===== src/rtl/vscale_md_issue.sv =====
// Issue/writeback sequencer for RV32M ops in front of vscale_mul_div.
// Divide-by-zero and signed-overflow results are resolved locally when BYPASS_SPECIAL=1.
module vscale_md_issue #(
    parameter int unsigned BYPASS_SPECIAL   = 1,
    parameter int unsigned XPR_LEN          = 32,
    parameter int unsigned MD_OP_WIDTH      = 2,
    parameter int unsigned MD_OUT_SEL_WIDTH = 2
) (
    input  logic                        clk,
    input  logic                        reset_n,
    input  logic                        issue_valid,
    output logic                        issue_ready,
    input  logic [2:0]                  issue_funct3,
    input  logic [XPR_LEN-1:0]          issue_rs1,
    input  logic [XPR_LEN-1:0]          issue_rs2,
    input  logic [4:0]                  issue_rd,
    input  logic                        kill,
    output logic                        md_req_valid,
    input  logic                        md_req_ready,
    output logic [MD_OP_WIDTH-1:0]      md_req_op,
    output logic [MD_OUT_SEL_WIDTH-1:0] md_req_out_sel,
    output logic                        md_req_in_1_signed,
    output logic                        md_req_in_2_signed,
    output logic [XPR_LEN-1:0]          md_req_in_1,
    output logic [XPR_LEN-1:0]          md_req_in_2,
    input  logic                        md_resp_valid,
    input  logic [XPR_LEN-1:0]          md_resp_result,
    output logic                        wb_valid,
    input  logic                        wb_ready,
    output logic [4:0]                  wb_rd,
    output logic [XPR_LEN-1:0]          wb_data
);

    localparam logic [MD_OP_WIDTH-1:0]      MD_OP_MUL  = 0;
    localparam logic [MD_OP_WIDTH-1:0]      MD_OP_DIV  = 1;
    localparam logic [MD_OP_WIDTH-1:0]      MD_OP_REM  = 2;
    localparam logic [MD_OUT_SEL_WIDTH-1:0] MD_OUT_LO  = 0;
    localparam logic [MD_OUT_SEL_WIDTH-1:0] MD_OUT_HI  = 1;
    localparam logic [MD_OUT_SEL_WIDTH-1:0] MD_OUT_REM = 2;
    localparam logic [XPR_LEN-1:0]          XPR_MIN    = {1'b1, {(XPR_LEN-1){1'b0}}};

    typedef enum logic [2:0] {
        S_IDLE,
        S_REQ,
        S_WAIT,
        S_DRAIN,
        S_WB
    } state_t;

    state_t                      state_q, state_d;
    logic                        issue_ready_q, issue_ready_d;
    logic                        md_req_valid_q, md_req_valid_d;
    logic                        wb_valid_q, wb_valid_d;
    logic [MD_OP_WIDTH-1:0]      md_req_op_q, md_req_op_d;
    logic [MD_OUT_SEL_WIDTH-1:0] md_req_out_sel_q, md_req_out_sel_d;
    logic                        in_1_signed_q, in_1_signed_d;
    logic                        in_2_signed_q, in_2_signed_d;
    logic [XPR_LEN-1:0]          in_1_q, in_1_d;
    logic [XPR_LEN-1:0]          in_2_q, in_2_d;
    logic [4:0]                  wb_rd_q, wb_rd_d;
    logic [XPR_LEN-1:0]          wb_data_q, wb_data_d;

    logic [MD_OP_WIDTH-1:0]      dec_op;
    logic [MD_OUT_SEL_WIDTH-1:0] dec_out_sel;
    logic                        dec_s1, dec_s2;
    logic                        rs2_zero, overflow, special;
    logic [XPR_LEN-1:0]          special_result;

    always_comb begin
        dec_op      = MD_OP_MUL;
        dec_out_sel = MD_OUT_LO;
        dec_s1      = 1'b0;
        dec_s2      = 1'b0;
        case (issue_funct3)
            3'b000: begin dec_op = MD_OP_MUL; dec_out_sel = MD_OUT_LO;  end
            3'b001: begin dec_op = MD_OP_MUL; dec_out_sel = MD_OUT_HI;  dec_s1 = 1'b1; dec_s2 = 1'b1; end
            3'b010: begin dec_op = MD_OP_MUL; dec_out_sel = MD_OUT_HI;  dec_s1 = 1'b1; end
            3'b011: begin dec_op = MD_OP_MUL; dec_out_sel = MD_OUT_HI;  end
            3'b100: begin dec_op = MD_OP_DIV; dec_out_sel = MD_OUT_LO;  dec_s1 = 1'b1; dec_s2 = 1'b1; end
            3'b101: begin dec_op = MD_OP_DIV; dec_out_sel = MD_OUT_LO;  end
            3'b110: begin dec_op = MD_OP_REM; dec_out_sel = MD_OUT_REM; dec_s1 = 1'b1; dec_s2 = 1'b1; end
            default: begin dec_op = MD_OP_REM; dec_out_sel = MD_OUT_REM; end
        endcase

        // Divide-by-zero takes priority; funct3[1] distinguishes REM from DIV.
        rs2_zero = (issue_rs2 == '0);
        overflow = issue_funct3[2] && !issue_funct3[0]
                   && (issue_rs1 == XPR_MIN) && (issue_rs2 == '1);
        special  = (BYPASS_SPECIAL != 0) && issue_funct3[2] && (rs2_zero || overflow);
        if (rs2_zero) begin
            special_result = issue_funct3[1] ? issue_rs1 : '1;
        end else begin
            special_result = issue_funct3[1] ? '0 : XPR_MIN;
        end
    end

    always_comb begin
        state_d          = state_q;
        md_req_op_d      = md_req_op_q;
        md_req_out_sel_d = md_req_out_sel_q;
        in_1_signed_d    = in_1_signed_q;
        in_2_signed_d    = in_2_signed_q;
        in_1_d           = in_1_q;
        in_2_d           = in_2_q;
        wb_rd_d          = wb_rd_q;
        wb_data_d        = wb_data_q;

        case (state_q)
            S_IDLE: begin
                if (issue_valid && !kill) begin
                    md_req_op_d      = dec_op;
                    md_req_out_sel_d = dec_out_sel;
                    in_1_signed_d    = dec_s1;
                    in_2_signed_d    = dec_s2;
                    in_1_d           = issue_rs1;
                    in_2_d           = issue_rs2;
                    wb_rd_d          = issue_rd;
                    if (special) begin
                        wb_data_d = special_result;
                        state_d   = S_WB;
                    end else begin
                        state_d   = S_REQ;
                    end
                end
            end
            S_REQ: begin
                if (kill) begin
                    state_d = md_req_ready ? S_DRAIN : S_IDLE;
                end else if (md_req_ready) begin
                    state_d = S_WAIT;
                end
            end
            S_WAIT: begin
                if (md_resp_valid) begin
                    if (kill) begin
                        state_d = S_IDLE;
                    end else begin
                        wb_data_d = md_resp_result;
                        state_d   = S_WB;
                    end
                end else if (kill) begin
                    state_d = S_DRAIN;
                end
            end
            S_DRAIN: begin
                if (md_resp_valid) begin
                    state_d = S_IDLE;
                end
            end
            S_WB: begin
                if (wb_ready || kill) begin
                    state_d = S_IDLE;
                end
            end
            default: state_d = S_IDLE;
        endcase

        // Handshake outputs are registered copies of the next-state decode.
        issue_ready_d  = (state_d == S_IDLE);
        md_req_valid_d = (state_d == S_REQ);
        wb_valid_d     = (state_d == S_WB);
    end

    always_ff @(posedge clk or negedge reset_n) begin
        if (!reset_n) begin
            state_q          <= S_IDLE;
            issue_ready_q    <= 1'b1;
            md_req_valid_q   <= 1'b0;
            wb_valid_q       <= 1'b0;
            md_req_op_q      <= '0;
            md_req_out_sel_q <= '0;
            in_1_signed_q    <= 1'b0;
            in_2_signed_q    <= 1'b0;
            in_1_q           <= '0;
            in_2_q           <= '0;
            wb_rd_q          <= '0;
            wb_data_q        <= '0;
        end else begin
            state_q          <= state_d;
            issue_ready_q    <= issue_ready_d;
            md_req_valid_q   <= md_req_valid_d;
            wb_valid_q       <= wb_valid_d;
            md_req_op_q      <= md_req_op_d;
            md_req_out_sel_q <= md_req_out_sel_d;
            in_1_signed_q    <= in_1_signed_d;
            in_2_signed_q    <= in_2_signed_d;
            in_1_q           <= in_1_d;
            in_2_q           <= in_2_d;
            wb_rd_q          <= wb_rd_d;
            wb_data_q        <= wb_data_d;
        end
    end

    assign issue_ready        = issue_ready_q;
    assign md_req_valid       = md_req_valid_q;
    assign md_req_op          = md_req_op_q;
    assign md_req_out_sel     = md_req_out_sel_q;
    assign md_req_in_1_signed = in_1_signed_q;
    assign md_req_in_2_signed = in_2_signed_q;
    assign md_req_in_1        = in_1_q;
    assign md_req_in_2        = in_2_q;
    assign wb_valid           = wb_valid_q;
    assign wb_rd              = wb_rd_q;
    assign wb_data            = wb_data_q;

endmodule


===== config.mk =====
export PLATFORM = sky130hd
export DESIGN_NAME = vscale_md_issue
export DESIGN_NICKNAME = d
export VERILOG_FILES = /design/src/rtl/vscale_md_issue.sv
export SDC_FILE = /design/constraint.sdc
export NUM_CORES = 1
export LEC_CHECK = 0
export CAP_MARGIN = 20
export CORE_MARGIN = 3
export CORE_UTILIZATION = 43
export CTS_CLUSTER_SIZE = 24
export DETAILED_ROUTE_END_ITERATION = 16
export PLACE_DENSITY = 0.81
export SLEW_MARGIN = 20
export SYNTH_ARGS = -nofsm -noshare
export SYNTH_HDL_FRONTEND = slang
export SYNTH_SLANG_ARGS = --single-unit

===== constraint.sdc =====
create_clock -name clk -period 2.6 [get_ports clk]
set_input_delay 0.78 -clock clk [delete_from_list [all_inputs] [get_ports clk]]
set_output_delay 0.78 -clock clk [all_outputs]
set_load 0.01 [all_outputs]

After elaboration in Yosys (flattened, before gate mapping). Cells that the tools add are included.

Flip-flop bits (word level): 113. Bits in latches: 0. Bits in writable memories: 0. ROM bits: 0. Output and inout port bits: 110. Logic and storage cells: 75. Memories kept: 0.

$add $sub $neg: 0. $mul: 0. Divide/modulo/power cells: 0. $lt $le $gt $ge: 0. Equal/unequal tests: 18. Shifts and indexed selects: 0. Muxes and demuxes: 23. Bitwise operators: 0. Reduce and logical (&&, ||, !) cells: 22.

Operator list (number): $mux 32 (7); $eq 32x32->1 const B (2); $pmux 32 s2 (1); $logic_not 32->1 (1); $mux 3 (9); $eq 3x3->1 const B (5); $pmux 3 s5 (1); $eq 3x2->1 const B (4); $eq 3x1->1 const B (3); $logic_not 3->1 (3); $reduce_or 3->1 (3); $ne 2x2->1 const B (4); $pmux 2 s2 (2); $reduce_or 4->1 (2); $logic_and 1x1->1 (5); $reduce_and 5->1 (1); $logic_not 1->1 (2); $logic_or 1x1->1 (2); $mux 1 (2); $mux 2 (1); $reduce_and 2->1 (1); $reduce_bool 2->1 (1); $reduce_or 2->1 (1).

Longest topological paths before layout.
Word-level depth: 10. Mapped depth: 8. Depth with buffers taken out: 6.

Worst setup path before layout. No wires, ideal clock.

Path type: in2reg. From: input issue_funct3[2]. To: register wb_data_q[10] (netlist: wb_data[10]). Library setup time: 0.127 ns. Arrival time: 2.225 ns. Slack: 0.248 ns. Stages: 8. Path buffers: 2. Path through: buf_2 inv_1 nor3_1 nand4_1 nor3_2 a31oi_4 buf_6 mux2_1.

Cells in the longest elaborated chain, start to end: 7.

Ends and longest elaborated chain: from (decl) (RTL line 13) `input logic [2:0] issue_funct3,`; $logic_and 1x1->1 (RTL line 87) `overflow = issue_funct3[2] && !issue_funct3[0]`; $logic_and 1x1->1 (2 in a row) (RTL line 88) `&& (issue_rs1 == XPR_MIN) && (issue_rs2 == '1);`; $logic_or 1x1->1 (RTL line 89) `special = (BYPASS_SPECIAL != 0) && issue_funct3[2] && (rs2_zero || overflow);`; $logic_and 1x1->1 (*) (RTL line 89); $ne 2x2->1 (no line) (*); $reduce_and 5->1 (no line) (*); to (signal assigned) (RTL line 190) `wb_data_q <= wb_data_d;`; to (decl) (RTL line 61) `logic [XPR_LEN-1:0] wb_data_q, wb_data_d;`.

Every way passes the cells marked *; elsewhere a longest branch is shown, timed or not. A chain may end at the register's enable or synchronous reset.

Final worst setup path.
From: input issue_rs2[1]. To: register wb_data_q[16] (netlist: wb_data[16]).

Cells in the longest elaborated chain, start to end: 6.

Ends and longest elaborated chain: from (decl) (RTL line 15) `input logic [XPR_LEN-1:0] issue_rs2,`; $eq 32x32->1 (RTL line 88); $logic_and 1x1->1 (RTL line 88); $logic_or 1x1->1 (RTL line 89); $logic_and 1x1->1 (RTL line 89); $ne 2x2->1 (no line); $reduce_and 5->1 (no line).

Several ways; a longest one is shown, not always the timed one. The select of a mux whose other input is x is not followed.

==> results.md <==
## Timing
* final worst path period need: 2.53 ns
* achievable frequency: 0.395 GHz
* final worst setup slack: 0.0715 ns
* worst slew margin relative to its limit: 63.0%
* summed negative setup slack over all endpoints: 0 ns
* max-slew violation total from the final report: 0
* final worst-path cycle share: 97.3%
* maximum clock skew at final layout: 0.00858 ns
* Worst Tran Pin Value: 0.555 ns
* Final Hold Viols: 0
* final number of setup-violating endpoints: 0

## Worst setup path
* maximum net fanout on the critical path: 8
* Startpoint Class: input port
* Worst Path Class, Setup: in -> reg
* sort of element at the end of the critical path: flop
* CP required: 2.89 ns
* arrival time of the worst setup path: 2.82 ns

## CTS
* postcts setup bufs: 0
* number of levels in the clock H-tree: 4
* total of hold buffers inserted after clock tree synthesis: 0
* cell at the root of the clock tree: sky130_fd_sc_hd__clkbuf_16
* TritonCTS clock tree: yes
* later-pin clock latency in the skew report: 0.42 ns
* number of clock sinks: 113
* CTS Buf Count: 17
* clock input transition at the sequential cells of the worst setup and hold paths: 0.05 ns
* maximum buffer depth of the clock tree: 2

## Layout
* net count of the finished layout: 956
* commonest non-fill, non-tap cell in the layout: sky130_fd_sc_hd__nand2_1
* share of final-layout standard cells stronger than drive strength 1: 15.0%
* final core utilization: 76.2%
* final non-filler cell area: 0.00878 mm²
* post-synthesis to final-layout area growth: 72.1%
* final cell count without fillers: 1,002
* number of fill cells: 738
* commonest cells after routing, fill and taps aside: sky130_fd_sc_hd__nand2_1, sky130_fd_sc_hd__clkdlybuf4s50_1, sky130_fd_sc_hd__dfrtp_1

## Power and ir drop
* maximum vdd drop: 0.589 mV
* Leakage Power: 4.36 nW
* fraction of power consumed by sequential logic: 32.6%
* Switching Share: 32.2%
* pwr dens: 1060 mW/mm²
* P_sw: 3.01 mW
* part of the total power dissipated in the clock network: 26.6%
* Cell Int Power: 6.33 mW
* part of the total power dissipated in combinational logic: 40.8%

## Die
* core area: 0.0115 mm²
* die width: 115 µm
* die span in y: 115 µm
* io pins: 221
* Die Area: 0.0132 mm²
* Rows: 39
* Initial Utilization: 44.3%

## Job
* MaxCap Viol Count: 0

## Logic synthesis
* share of synthesized area occupied by flip-flops and latches: 55.4%
* Synth Area in XOR/XNOR: 0.343%
* dominant combinational cell family by area after synthesis: simple AND/OR/NAND/NOR gates
* synth unique cells: 36
* post-synthesis compound-gate area fraction: 8.26%
* most used flip-flop cell after synthesis: sky130_fd_sc_hd__dfrtp_1
* share of cell area taken by muxes after synthesis: 7.48%
* count of synthesis-stage warnings from yosys: 0
* post-synthesis adder-cell area fraction: 0%
* basic-gate share of the synthesized area counting and, or, nand and nor cells: 25.2%
* cell taking the most area after synthesis: sky130_fd_sc_hd__dfrtp_1
* Avg Inst Size Synth: 8.99 µm²
* portion of synthesized cell area occupied by the leading cell type: 54.9%
* nets in the synthesized netlist: 679
* instance count of the mapped netlist: 568
* Synth area leaders: sky130_fd_sc_hd__dfrtp_1, sky130_fd_sc_hd__nand2_1, sky130_fd_sc_hd__o21ai_0
* ys async rst share: 100%
* number of synthesized flops with an enable pin: 0
* Yosys reg bits: 113
* cell area after synthesis: 0.00510 mm²

## Place
* worst setup slack before clock tree synthesis: -0.532 ns
* HPWL Detailed: 12.5 mm
* gpl congestion: 0.854
* IO buf count: 220
* dpl cells: 966
* cell area reported after detailed placement: 0.00793 mm²

## Route
* Max Used Layer: met4
* via count of the routed design: 5,313
* met2 routed wirelength: 9.19 mm
* routed metal-1 wire length: 6.96 mm
* total wire length after detailed routing: 17.9 mm
* first-pass detailed-route iteration total: 6
* count of antenna-violating nets left after detailed routing: 0
* DRC violation total after the first TritonRoute iteration: 373
* average via count per standard cell: 5.30
* DRC violations left: 0
* routed wire length on met3: 1.08 mm
* routed length per placed instance: 17.9 µm

## GRT
* global-route wire length before repair: 27.2 mm
* maximum number of pins on one net before global-route repair: 82
* number of global-route vias before repair: 5,437
* GRT Resource Usage Total: 26.5%
* GRT overflow: 0
* antenna violations before repair: 1

## Run status
* run status: finished, final reports clean

## Hold path
* worst hold path class: in -> async

==> final timing paths <==
kind	start	end	slack, ns	depth (start not counted)
setup / recovery	issue_rs2[1]	wb_data[16]$_DFFE_PN0P_	0.07	8
hold / removal	reset_n	wb_data[8]$_DFFE_PN0P_	0.35	2
setup reg to reg	state_q[1]$_DFF_PN0_	wb_data[16]$_DFFE_PN0P_	0.35	7
hold reg to reg	md_req_in_1[6]$_DFFE_PN0P_	md_req_in_1[6]$_DFFE_PN0P_	0.47	2
max in group asynchronous	reset_n	issue_ready$_DFF_PN1_	1.88	2
min in group clk	md_req_in_1[6]$_DFFE_PN0P_	md_req_in_1[6]$_DFFE_PN0P_	0.47	2
==> sequential cells by signal, summed over array words and instances (netlist names) <==
register            count
md_req_in_1            32
md_req_in_2            32
wb_data                32
wb_rd                   5
state_q                 3
md_req_op               2
md_req_out_sel          2
issue_ready             1
md_req_in_1_signed      1
md_req_in_2_signed      1
md_req_valid            1
wb_valid                1
==> cell families (layout without fill, tap and decap cells) <==
family / Yosys count / count (layout)
and+or+nand+nor: 307 / 307
DFF: 113 / 113
buffers and inverters: 36 / 326
muxes: 33 / 33
other: 0 / 1
AOI/OAI and AO/OA: 77 / 77
xor gates and xnor gates: 2 / 2
==> repair_timing <==
item	4_1_cts	5_1_grt
pin swaps	1	17
gates cloned	0	3
hold endpoints to repair	0	0
gates resized for setup	7	40
setup endpoints to repair	32	32
==> critical path: stages <==
cell and delay [ns]:
sky130_fd_sc_hd__clkdlybuf4s50_1 0.50, sky130_fd_sc_hd__nand4_1 0.17, sky130_fd_sc_hd__nor3_2 0.24, sky130_fd_sc_hd__nand4_1 0.13, sky130_fd_sc_hd__nor3_2 0.23, sky130_fd_sc_hd__a31oi_4 0.22
sky130_fd_sc_hd__clkbuf_16 0.23, sky130_fd_sc_hd__mux2_1 0.32
==> per-layer routing <==
metal  GRT usage, %  vias up
met5              0        -
met4           13.2        0
met3           6.05       55
met2           45.3      241
met1           31.5     2578
li1               -     2439
==> through the flow <==
stage               power [mW]  hold slack (ns)
floorplan                 4.46            0.484
global placement          6.61            0.456
detailed placement        6.76            0.462
CTS                       9.30            0.365
global route              9.83            0.388
finish                    9.34            0.353
==> area by class of cell <==
cell class	instances	area, µm²	area share, %
diodes	1	2.50	0.0285
clock buffers	22	484	5.51
clock inverters	10	155	1.77
inverters	2	7.51	0.0855
multi-input cells	419	2200	25.0
flip-flops and latches	113	2830	32.2
well taps	143	179	2.04
repair buffers	292	2930	33.3
==> synth_stat cells, types with 2 or more instances <==
library cell               instances
sky130_fd_sc_hd__nor2_1            8
sky130_fd_sc_hd__mux2_2            2
sky130_fd_sc_hd__o31ai_1           2
sky130_fd_sc_hd__inv_1             2
sky130_fd_sc_hd__a21oi_1           4
sky130_fd_sc_hd__nand4b_1          2
sky130_fd_sc_hd__nor3b_1           2
sky130_fd_sc_hd__nor2b_1           3
sky130_fd_sc_hd__mux2_1           27
sky130_fd_sc_hd__nor4_1           16
sky130_fd_sc_hd__clkbuf_1         29
sky130_fd_sc_hd__nand4_1          10
sky130_fd_sc_hd__dfrtp_1         112
sky130_fd_sc_hd__nand3_1           2
sky130_fd_sc_hd__buf_6             4
sky130_fd_sc_hd__nand2_1         254
sky130_fd_sc_hd__o21ai_0          67
sky130_fd_sc_hd__nor3_1            2
sky130_fd_sc_hd__mux2_4            3
==> power by group through the flow <==
stage / registers [mW] / clock network (mW) / logic (mW)
CTS: 3.03 / 2.52 / 3.75
detailed placement: 3.04 / 0 / 3.72
global placement: 2.99 / 0 / 3.61
floorplan: 3.35 / 0 / 1.12
global route: 3.12 / 2.61 / 4.09
finish: 3.04 / 2.48 / 3.81
Note: power is estimated with default switching activity, not from simulation.
